===== src/rtl/mnist_pixel_compositor_if.sv =====
// Pixel bus between the VGA sync generator and the compositor:
// beam position and frame pulse in, composed RGB out.
interface mnist_pixel_compositor_if;
    logic       pix_valid;
    logic       frame_start;
    logic [9:0] DrawX;
    logic [9:0] DrawY;
    logic       rgb_valid;
    logic [7:0] Red;
    logic [7:0] Green;
    logic [7:0] Blue;

    modport master (
        output pix_valid, frame_start, DrawX, DrawY,
        input  rgb_valid, Red, Green, Blue
    );

    modport slave (
        input  pix_valid, frame_start, DrawX, DrawY,
        output rgb_valid, Red, Green, Blue
    );
endinterface


===== src/rtl/mnist_pixel_compositor.sv =====
// Three-stage pixel compositor: cursor, score panel, canvas and frame ring.
// Define ARGMAX_HIGHLIGHT_EN to build the per-frame argmax engine and row highlight.
module mnist_pixel_compositor #(
    parameter int unsigned CANVAS_N   = 28,
    parameter int unsigned CELL       = 14,
    parameter int unsigned CANVAS_X0  = 199,
    parameter int unsigned CANVAS_Y0  = 43,
    parameter int unsigned PIX_W      = 16,
    parameter int unsigned SHADE_LSB  = 3,
    parameter int unsigned NN_CLASSES = 10,
    parameter int unsigned PANEL_X0   = 55,
    parameter int unsigned PANEL_Y0   = 164,
    parameter int unsigned ROW_H      = 15,
    parameter int unsigned GLYPH_W    = 11
) (
    input  logic                                   Clk,
    input  logic                                   Reset,
    mnist_pixel_compositor_if.slave                pix,
    input  logic [9:0]                             BallX,
    input  logic [9:0]                             BallY,
    input  logic [9:0]                             Ball_size,
    input  logic [8*NN_CLASSES-1:0]                scores,
    output logic [$clog2(CANVAS_N*CANVAS_N)-1:0]   canvas_addr,
    input  logic [PIX_W-1:0]                       canvas_q,
    output logic [7:0]                             glyph_addr,
    input  logic [GLYPH_W-1:0]                     glyph_row,
    output logic [3:0]                             pred_class,
    output logic                                   pred_valid
);
    localparam int unsigned AW         = $clog2(CANVAS_N * CANVAS_N);
    localparam int unsigned GW         = $clog2(GLYPH_W);
    localparam int unsigned CanvasSpan = CANVAS_N * CELL;
    localparam int unsigned RingSpan   = CanvasSpan + 4;
    localparam int unsigned PanelH     = NN_CLASSES * ROW_H;
    localparam int unsigned BarX0      = 2 * GLYPH_W;
    localparam int unsigned HlW        = 4 * GLYPH_W;

    // S0: input registers; coordinates only move on a valid pixel so addresses stay put
    logic       v0;
    logic [9:0] x0, y0, bx0, by0, br0;

    always_ff @(posedge Clk or negedge Reset) begin
        if (!Reset) begin
            v0  <= 1'b0;
            x0  <= '0;
            y0  <= '0;
            bx0 <= '0;
            by0 <= '0;
            br0 <= '0;
        end else begin
            v0 <= pix.pix_valid;
            if (pix.pix_valid) begin
                x0  <= pix.DrawX;
                y0  <= pix.DrawY;
                bx0 <= BallX;
                by0 <= BallY;
                br0 <= Ball_size;
            end
        end
    end

    logic [7:0] shadow_q [NN_CLASSES];

    always_ff @(posedge Clk or negedge Reset) begin
        if (!Reset) begin
            for (int i = 0; i < int'(NN_CLASSES); i++) shadow_q[i] <= '0;
        end else if (pix.frame_start) begin
            for (int i = 0; i < int'(NN_CLASSES); i++) shadow_q[i] <= scores[8*i +: 8];
        end
    end

    // Offsets wrap to large values when left/above an origin, so one unsigned compare bounds both sides
    logic [11:0] cdx, cdy, pdx, pdy, cell_x, cell_y;
    logic        canvas_in, border_in, panel_y_in, glyph_in, bar_in, hl_in, cursor_in;
    logic [3:0]  prow;
    logic [7:0]  row_score;
    logic signed [11:0] bdx, bdy;
    logic signed [23:0] sqx, sqy;
    logic [23:0] dist2, rad2;

    assign cdx        = {2'b00, x0} - 12'(CANVAS_X0);
    assign cdy        = {2'b00, y0} - 12'(CANVAS_Y0);
    assign cell_x     = cdx / 12'(CELL);
    assign cell_y     = cdy / 12'(CELL);
    assign canvas_in  = (cdx < 12'(CanvasSpan)) && (cdy < 12'(CanvasSpan));
    assign border_in  = !canvas_in && (cdx + 12'd2 < 12'(RingSpan)) && (cdy + 12'd2 < 12'(RingSpan));
    assign canvas_addr = canvas_in ? AW'(cell_y * 12'(CANVAS_N) + cell_x) : '0;

    assign pdx        = {2'b00, x0} - 12'(PANEL_X0);
    assign pdy        = {2'b00, y0} - 12'(PANEL_Y0);
    assign panel_y_in = pdy < 12'(PanelH);
    assign prow       = 4'(pdy / 12'(ROW_H));
    // row*ROW_H + line is just the offset into the panel
    assign glyph_addr = panel_y_in ? 8'(pdy) : 8'd0;
    assign row_score  = shadow_q[panel_y_in ? prow : 4'd0];
    assign glyph_in   = panel_y_in && (pdx < 12'(GLYPH_W));
    assign bar_in     = panel_y_in && (pdx >= 12'(BarX0))
                        && (pdx < 12'(BarX0) + {6'd0, row_score[7:2]});

    assign bdx       = $signed({2'b00, x0}) - $signed({2'b00, bx0});
    assign bdy       = $signed({2'b00, y0}) - $signed({2'b00, by0});
    assign sqx       = bdx * bdx;
    assign sqy       = bdy * bdy;
    assign dist2     = $unsigned(sqx) + $unsigned(sqy);
    assign rad2      = {14'd0, br0} * {14'd0, br0};
    assign cursor_in = dist2 <= rad2;

`ifdef ARGMAX_HIGHLIGHT_EN
    typedef enum logic [1:0] {StIdle, StScan, StDone} state_e;
    state_e     state_q;
    logic [3:0] idx_q, best_idx_q;
    logic [7:0] best_val_q;

    // pred_class only moves on entering StDone, so the highlight is stable during a scan
    always_ff @(posedge Clk or negedge Reset) begin
        if (!Reset) begin
            state_q    <= StIdle;
            idx_q      <= '0;
            best_idx_q <= '0;
            best_val_q <= '0;
            pred_class <= '0;
            pred_valid <= 1'b0;
        end else if (pix.frame_start) begin
            state_q    <= StScan;
            idx_q      <= 4'd1;
            best_idx_q <= '0;
            best_val_q <= scores[7:0];
            pred_valid <= 1'b0;
        end else if (state_q == StScan) begin
            if (shadow_q[idx_q] > best_val_q) begin
                best_val_q <= shadow_q[idx_q];
                best_idx_q <= idx_q;
            end
            idx_q <= idx_q + 4'd1;
            if (idx_q == 4'(NN_CLASSES - 1)) begin
                state_q    <= StDone;
                pred_class <= (shadow_q[idx_q] > best_val_q) ? idx_q : best_idx_q;
                pred_valid <= 1'b1;
            end
        end
    end

    assign hl_in = panel_y_in && (prow == pred_class) && (pdx < 12'(HlW));
`else
    assign pred_class = 4'hF;
    assign pred_valid = 1'b0;
    assign hl_in      = 1'b0;
`endif

    // S1: memories respond; geometry flags travel alongside
    logic          v1, cursor1, glyph1, bar1, hl1, canvas1, border1;
    logic [GW-1:0] gcol1;

    always_ff @(posedge Clk or negedge Reset) begin
        if (!Reset) begin
            v1      <= 1'b0;
            cursor1 <= 1'b0;
            glyph1  <= 1'b0;
            bar1    <= 1'b0;
            hl1     <= 1'b0;
            canvas1 <= 1'b0;
            border1 <= 1'b0;
            gcol1   <= '0;
        end else begin
            v1      <= v0;
            cursor1 <= cursor_in;
            glyph1  <= glyph_in;
            bar1    <= bar_in;
            hl1     <= hl_in;
            canvas1 <= canvas_in;
            border1 <= border_in;
            gcol1   <= pdx[GW-1:0];
        end
    end

    // S2: priority compose
    logic [7:0]  gray;
    logic [23:0] rgb_d;

    assign gray = canvas_q[SHADE_LSB +: 8];

    always_comb begin
        rgb_d = 24'h000000;
        if (cursor1)                        rgb_d = 24'hFF0000;
        else if (glyph1 && glyph_row[gcol1]) rgb_d = 24'h888888;
        else if (bar1)                      rgb_d = 24'h00C000;
        else if (hl1)                       rgb_d = 24'h202060;
        else if (canvas1)                   rgb_d = {gray, gray, gray};
        else if (border1)                   rgb_d = 24'h888888;
    end

    always_ff @(posedge Clk or negedge Reset) begin
        if (!Reset) begin
            pix.rgb_valid <= 1'b0;
            pix.Red       <= '0;
            pix.Green     <= '0;
            pix.Blue      <= '0;
        end else begin
            pix.rgb_valid <= v1;
            {pix.Red, pix.Green, pix.Blue} <= v1 ? rgb_d : 24'h000000;
        end
    end

    logic unused_canvas;
    assign unused_canvas = ^canvas_q;
endmodule

===== src/flat_wrapper.sv =====
// flat-port wrapper written by rule: the top's interface ports become plain ports
module mnist_pixel_compositor_flat 
#(
    parameter int unsigned CANVAS_N   = 28,
    parameter int unsigned CELL       = 14,
    parameter int unsigned CANVAS_X0  = 199,
    parameter int unsigned CANVAS_Y0  = 43,
    parameter int unsigned PIX_W      = 16,
    parameter int unsigned SHADE_LSB  = 3,
    parameter int unsigned NN_CLASSES = 10,
    parameter int unsigned PANEL_X0   = 55,
    parameter int unsigned PANEL_Y0   = 164,
    parameter int unsigned ROW_H      = 15,
    parameter int unsigned GLYPH_W    = 11
)
  (Clk, Reset, BallX, BallY, Ball_size, scores, canvas_addr, canvas_q, glyph_addr, glyph_row, pred_class, pred_valid, pix_pix_valid, pix_frame_start, pix_DrawX, pix_DrawY, pix_rgb_valid, pix_Red, pix_Green, pix_Blue);
  mnist_pixel_compositor_if pix_i ();
  input  logic Clk;
  input  logic Reset;
  input  logic [9:0] BallX;
  input  logic [9:0] BallY;
  input  logic [9:0] Ball_size;
  input  logic [8*NN_CLASSES-1:0] scores;
  output logic [$clog2(CANVAS_N*CANVAS_N)-1:0] canvas_addr;
  input  logic [PIX_W-1:0] canvas_q;
  output logic [7:0] glyph_addr;
  input  logic [GLYPH_W-1:0] glyph_row;
  output logic [3:0] pred_class;
  output logic pred_valid;
  input wire logic [$bits(pix_i.pix_valid)-1:0] pix_pix_valid;
  input wire logic [$bits(pix_i.frame_start)-1:0] pix_frame_start;
  input wire logic [$bits(pix_i.DrawX)-1:0] pix_DrawX;
  input wire logic [$bits(pix_i.DrawY)-1:0] pix_DrawY;
  output wire logic [$bits(pix_i.rgb_valid)-1:0] pix_rgb_valid;
  output wire logic [$bits(pix_i.Red)-1:0] pix_Red;
  output wire logic [$bits(pix_i.Green)-1:0] pix_Green;
  output wire logic [$bits(pix_i.Blue)-1:0] pix_Blue;
  assign pix_i.pix_valid = pix_pix_valid;
  assign pix_i.frame_start = pix_frame_start;
  assign pix_i.DrawX = pix_DrawX;
  assign pix_i.DrawY = pix_DrawY;
  assign pix_rgb_valid = pix_i.rgb_valid;
  assign pix_Red = pix_i.Red;
  assign pix_Green = pix_i.Green;
  assign pix_Blue = pix_i.Blue;
  mnist_pixel_compositor #(.CANVAS_N(CANVAS_N), .CELL(CELL), .CANVAS_X0(CANVAS_X0), .CANVAS_Y0(CANVAS_Y0), .PIX_W(PIX_W), .SHADE_LSB(SHADE_LSB), .NN_CLASSES(NN_CLASSES), .PANEL_X0(PANEL_X0), .PANEL_Y0(PANEL_Y0), .ROW_H(ROW_H), .GLYPH_W(GLYPH_W)) u_core (.Clk(Clk), .Reset(Reset), .pix(pix_i), .BallX(BallX), .BallY(BallY), .Ball_size(Ball_size), .scores(scores), .canvas_addr(canvas_addr), .canvas_q(canvas_q), .glyph_addr(glyph_addr), .glyph_row(glyph_row), .pred_class(pred_class), .pred_valid(pred_valid));
endmodule

===== config.mk =====
export PLATFORM = sky130hd
export DESIGN_NAME = mnist_pixel_compositor_flat
export DESIGN_NICKNAME = d
export VERILOG_FILES = /design/src/rtl/mnist_pixel_compositor_if.sv /design/src/rtl/mnist_pixel_compositor.sv /design/src/flat_wrapper.sv
export SDC_FILE = /design/constraint.sdc
export NUM_CORES = 1
export LEC_CHECK = 0
export ABC_AREA = 1
export ABC_CLOCK_PERIOD_IN_PS = 13280
export CORE_ASPECT_RATIO = 0.75
export CORE_MARGIN = 2
export CORE_UTILIZATION = 65
export CTS_BUF_LIST = sky130_fd_sc_hd__clkbuf_4 sky130_fd_sc_hd__clkbuf_8
export DETAILED_ROUTE_END_ITERATION = 7
export GPL_ROUTABILITY_DRIVEN = 0
export PLACE_DENSITY_LB_ADDON = 0.15
export SLEW_MARGIN = 40
export SYNTH_ARGS = -nofsm -noshare
export SYNTH_HDL_FRONTEND = slang
export SYNTH_SLANG_ARGS = --single-unit

===== constraint.sdc =====
create_clock -name Clk -period 13.28 [get_ports Clk]
set_input_delay 1.328 -clock Clk [delete_from_list [all_inputs] [get_ports Clk]]
set_output_delay 1.328 -clock Clk [all_outputs]
set_load 0.01 [all_outputs]

==> results_dict.tcl, run 1 <==
set metrics [dict create \
    status "complete, no violations" \
    crit_fanout 13 \
    final_nets 3770 \
    rows 60 \
    die_area_um2 37760 \
    antenna_found_initial 1 \
    worstHoldEndpoint "u_core.v1$_DFF_PN0_" \
    cts_sinks 140 \
    path_delay_family "simple AND/OR/NAND/NOR gates" \
    drt_first_pass_iters 5 \
    wl_per_cell_um 15.68 \
    cp_num_buf_inv 9 \
    min_from "u_core.v0$_DFF_PN0_" \
    slowest_delay_ps 560 \
    drc 0 \
    io_buffers 175 \
    layout_common_cells "inv_1, nand2_1, fa_1" \
    required_ps 11950 \
    grt_pass1_vias 19740 \
    fin_crit_sh_pct 83.87 \
    layout_setup_ws_ps 2142 \
    finalClockSkew_ps 24.84 \
    die_h_um 168.8 \
    first_iter_violations 1580 \
    tightest_slew_ps 834.4 \
    path_common_cell "nand2_2" \
    cts-resized-gates 0 \
    tns_ps 0 \
    dr_total_vias 19690 \
    cp-end-kind "output pin" \
    layout-drive-gt1-share_pct 10.48 \
    yosysUniqueCellTypes 70 \
    post-dp-hpwl_um 46940 \
    crit_type "reg2out" \
    slowest_stage "clkdlybuf4s50_1" \
    r2r-start "u_core.x0[0]$_DFFE_PN0P_" \
    fin_crit_ps 11140 \
    layout_commonest_cell "inv_1" \
    synthFlopType "dfrtp_1" \
    hold_slack_ps 363.9 \
    clockRootBuffer "clkbuf_8" \
    hold_path.class "reg2reg" \
    relSlewSlack_pct 44.04 \
    rsz0062_at_grt "false" \
    setup_viol 0 \
    r2r-end "u_core.cursor1$_DFF_PN0_" \
    hold_depth 0 \
    synth-edff-count 0 \
    ys_ff_latch 140 \
    cp.arrival_ps 9810 \
    cap_violations 0 \
    die_w_um 223.7 \
    fillers 2760 \
    core_area_um2 35730 \
    cts_buffers 17 \
    reg2reg_depth 41 \
    initial_utilization_pct 65.85 \
    drtAntennaViolNets 0 \
    slew_viol_final 0 \
    path_clk_slew_ps 90 \
    grt.total_usage_pct 30.97 \
    insertion_delay_ps 510 \
    fmax_mhz 89.78 \
    cts_max_path_buffers 2 \
    rrSetupSlack_ps 2340 \
    ys_seq_area_share_pct 14.89 \
    yosysWarnings 0 \
    synthesis.area_um2 23530 \
    cp-start-kind "flop" \
    grt_pass1_wl_um 94670 \
    routed_via_density 5.489 \
    cts_tree "yes" \
    area_growth_pct 10.65 \
    boundaryPins 209 \
    cts_hold_buf 0 \
    grt_max_degree 96 \
    dpl_worst_slack_ps 2509 \
    drt-total-wl_um 56220 \
    post_cts_buffers 0 \
    hold_viol_final 0 \
    htree_levels 4 \
    globalRouteOverflowTotal 0 \
    synth_cells 2965 \
    async_reset_ff_share_pct 100.0 \
    avgSynthCellArea_um2 7.937 \
]
kinds of logic (layout without fill, tap and decap cells):
kind of cell	after synthesis	count (layout)	share of synthesized area [%]
other cells	2	6	0.03191
xor+xnor	135	135	5.264
simple gates	1086	1086	22.22
mux	44	44	2.100
fa+ha+maj	502	502	35.14
buf+inv	708	860	11.72
flops	140	140	14.89
compound gates	348	348	8.629
worst register-to-register path, delay by kind of cell (launching register included):
family / cells / cell delay [ps]
adder cells (fa/ha/maj): 10 / 4150
AO/OA/AOI/OAI: 10 / 2800
AND/OR/NAND/NOR: 13 / 1820
buffers and inverters: 6 / 860
XOR/XNOR: 2 / 650
flip-flops: 1 / 460
worst max path at each step:
stage                     cells past startpoint                       end  slack, ps                     start
after floorplan                              42  u_core.cursor1$_DFF_PN0_       4770  u_core.x0[0]$_DFFE_PN0P_
after global placement                       42  u_core.cursor1$_DFF_PN0_       2570  u_core.y0[0]$_DFFE_PN0P_
after detailed placement                     61            canvas_addr[9]       2510  u_core.y0[1]$_DFFE_PN0P_
after CTS                                    61            canvas_addr[9]       1890  u_core.y0[1]$_DFFE_PN0P_
after global routing                         61            canvas_addr[9]       1240  u_core.y0[1]$_DFFE_PN0P_
final                                        61            canvas_addr[9]       2140  u_core.y0[1]$_DFFE_PN0P_
Yosys cell counts (all sizes together) (2+ instances only):
cell | number | area (um2)
clkbuf | 40 | 153.9
a211oi | 5 | 37.54
o21bai | 18 | 138.9
inv | 639 | 2409
or2 | 11 | 68.82
o211ai | 9 | 97.59
fa | 265 | 5305
and2 | 2 | 12.51
xnor2 | 36 | 334.1
conb | 2 | 7.510
nand3 | 165 | 998.5
nor4 | 2 | 12.51
a21oi | 127 | 643.1
a21boi | 3 | 26.27
a21o | 8 | 60.06
dfrtp | 140 | 3503
nor2 | 284 | 1323
mux2 | 43 | 484.2
nand4 | 20 | 137.6
nand2 | 585 | 2570
a31oi | 12 | 75.07
nand3b | 4 | 30.03
xor2 | 99 | 904.6
a2111oi | 2 | 17.52
clkinv | 8 | 30.03
nor3 | 12 | 70.07
buf | 21 | 165.2
ha | 237 | 2965
o21ai | 149 | 809.5
o32ai | 2 | 17.52
o22ai | 2 | 12.51
o31ai | 3 | 22.52
state kept, by name (all words and copies together) (netlist names), 2 cells and up:
register and flops:
u_core.br0 10, u_core.shadow_q 60, u_core.x0 10, u_core.bx0 10
u_core.y0 10, u_core.pix.Red 8, u_core.gcol1 4, u_core.pix.Green 8
u_core.by0 10, u_core.pix.Blue 2
layout make-up:
type                    count  area (um2)  area share, %
clock buffers              17       234.0         0.8986
well taps                 465       581.8          2.234
clock inverters            15       177.7         0.6823
flip-flops and latches    140        3503          13.45
repair buffers            181        1804          6.929
diodes                      1       2.502       0.009610
multi-input cells        2120       17300          66.43
inverters                 647        2439          9.365
stage by stage:
step / instance area, um2 / util (%) / instances
after floorplan: 23540 / - / 2968
after global placement: 25600 / 71.63 / 3553
after detailed placement: 25610 / 71.67 / 3553
after CTS: 26020 / 72.83 / 3585
after global routing: 26040 / 72.86 / 3585
final: 26040 / 72.87 / 3586
routing by layer:
metal | track usage, % | vias to the layer above | routed length, um
met5 | 0 | - | 0
met4 | 6.783 | 0 | 999
met3 | 4.270 | 69 | 3560
met2 | 51.93 | 642 | 26810
met1 | 43.15 | 9533 | 24850
li1 | - | 9441 | -
Power of run 1 is left out: the tool's default activity adds up to more than one toggle a clock period on the data nets, which glitch-free logic cannot reach.
==> run 2, diff against run 1 <==
- ABC_CLOCK_PERIOD_IN_PS: 13280 -> 11660
- CORE_UTILIZATION: 65 -> 62
- clock period: 13.28 -> 11.66 ns (I/O delays scaled with it)
==> results_dict.tcl, run 2 (same netlist as run 1, synthesis figures left out) <==
set metrics [dict create \
    finalClockSkew_ps 24.40 \
    post-route-util_pct 70.12 \
    cp-end-kind "output pin" \
    largest_reg_flops 60 \
    cts_buffers 17 \
    cts_tree "yes" \
    cts_max_path_buffers 2 \
    tightest_slew_ps 846.4 \
    first_iter_violations 1325 \
    status "complete, no violations" \
    die_h_um 172.7 \
    grt_pass1_vias 19940 \
    cts-resized-gates 0 \
    crit_type "reg2out" \
    layout_commonest_cell "inv_1" \
    dr_total_vias 19650 \
    post-dp-hpwl_um 47320 \
    cap_violations 0 \
    final_nets 3774 \
    grt_pass1_wl_um 95830 \
    fin_crit_ps 10790 \
    slew_viol_final 0 \
    rsz0062_at_grt "false" \
    area_growth_pct 10.98 \
    required_ps 10490 \
    wl_per_cell_um 15.66 \
    drt_first_pass_iters 5 \
    post_cts_buffers 0 \
    tns_ps 0 \
    min_from "u_core.v0$_DFF_PN0_" \
    clockRootBuffer "clkbuf_8" \
    dpl_cell_area_um2 25680 \
    hold_depth 0 \
    routed_via_density 5.415 \
    grt_max_degree 94 \
    cp.arrival_ps 9620 \
    fmax_mhz 92.70 \
    drc 0 \
    drtAntennaViolNets 0 \
    boundaryPins 209 \
    hold_path.class "reg2reg" \
    slowest_delay_ps 570 \
    hold_viol_final 0 \
    io_buffers 175 \
    reg2reg_depth 41 \
    slowest_stage "clkdlybuf4s50_1" \
    grt.total_usage_pct 29.54 \
    design_area_um2 26120 \
    layout_common_cells "inv_1, nand2_1, fa_1" \
    globalRouteOverflowTotal 0 \
    hold_slack_ps 356.5 \
    crit_fanout 13 \
    initial_utilization_pct 63.18 \
    insertion_delay_ps 520 \
    fin_crit_sh_pct 92.51 \
    path_clk_slew_ps 120 \
    htree_levels 4 \
    r2r-start "u_core.x0[0]$_DFFE_PN0P_" \
    core_area_um2 37250 \
    layout-drive-gt1-share_pct 10.53 \
    largest-register "u_core.shadow_q" \
    setup_viol 0 \
    cts_sinks 140 \
    cts_hold_buf 0 \
    path_common_cell "nand2_2" \
    r2r-end "u_core.cursor1$_DFF_PN0_" \
    antenna_found_initial 1 \
    die_w_um 229.0 \
    rrSetupSlack_ps 900 \
    drt-total-wl_um 56820 \
    relSlewSlack_pct 43.37 \
    rows 61 \
    worstHoldEndpoint "u_core.v1$_DFF_PN0_" \
    cp-start-kind "flop" \
    die_area_um2 39550 \
]
==> run 2: cell count changes in the layout (fill, tap and decap cells not counted), moves of 2 or more <==
| cell | delta |
|---|---|
| buf_4 | +6 |
| inv_6 | +2 |
| buf_6 | -2 |
| clkinv_4 | -2 |
==> run 2: layer usage <==
layer | vias to the layer above | track usage (%) | wire length (um)
li1 | 9450 | - | -
met2 | 602 | 48.81 | 26820
met3 | 80 | 3.809 | 3146
met4 | 0 | 6.764 | 1081
met1 | 9520 | 41.68 | 25770
met5 | - | 0 | 0
==> run 2: worst max-delay path: cells and delay by family, from the launching register on <==
family	cells	cell delay (ps)
adders and majority gates	5	1700
and+or+nand+nor	40	4100
DFF	1	560
buffers and inverters	10	1460
AOI/OAI and AO/OA	5	920
xor gates and xnor gates	2	320
==> run 2: layout make-up <==
class                   count  area, um2
multi-input cells        2120      17290
fillers                  3058      11130
flip-flops and latches    140       3503
inverters                 647       2439
repair buffers            185       1827
well taps                 504      630.6
clock buffers              17      234.0
clock inverters            15      191.4
diodes                      1      2.502
==> run 2: stage by stage <==
stage	worst slack [ps]	std cells
detailed placement	1289	3596
CTS	959.9	3628
floorplan	3150	2968
global placement	1464	3596
finish	872.9	3629
global route	192.3	3629
==> run 2: worst max-delay path by stage <==
stage / from / endpoint / slack (ps) / depth (start not counted)
final: u_core.y0[1]$_DFFE_PN0P_ / canvas_addr[9] / 870 / 62
after global routing: u_core.y0[1]$_DFFE_PN0P_ / canvas_addr[9] / 190 / 62
after CTS: u_core.y0[1]$_DFFE_PN0P_ / canvas_addr[9] / 960 / 62
after detailed placement: u_core.x0[0]$_DFFE_PN0P_ / u_core.cursor1$_DFF_PN0_ / 1290 / 39
after global placement: u_core.x0[0]$_DFFE_PN0P_ / u_core.cursor1$_DFF_PN0_ / 1460 / 42
after floorplan: u_core.x0[0]$_DFFE_PN0P_ / u_core.cursor1$_DFF_PN0_ / 3150 / 42
Power of run 2 is left out for the same reason.
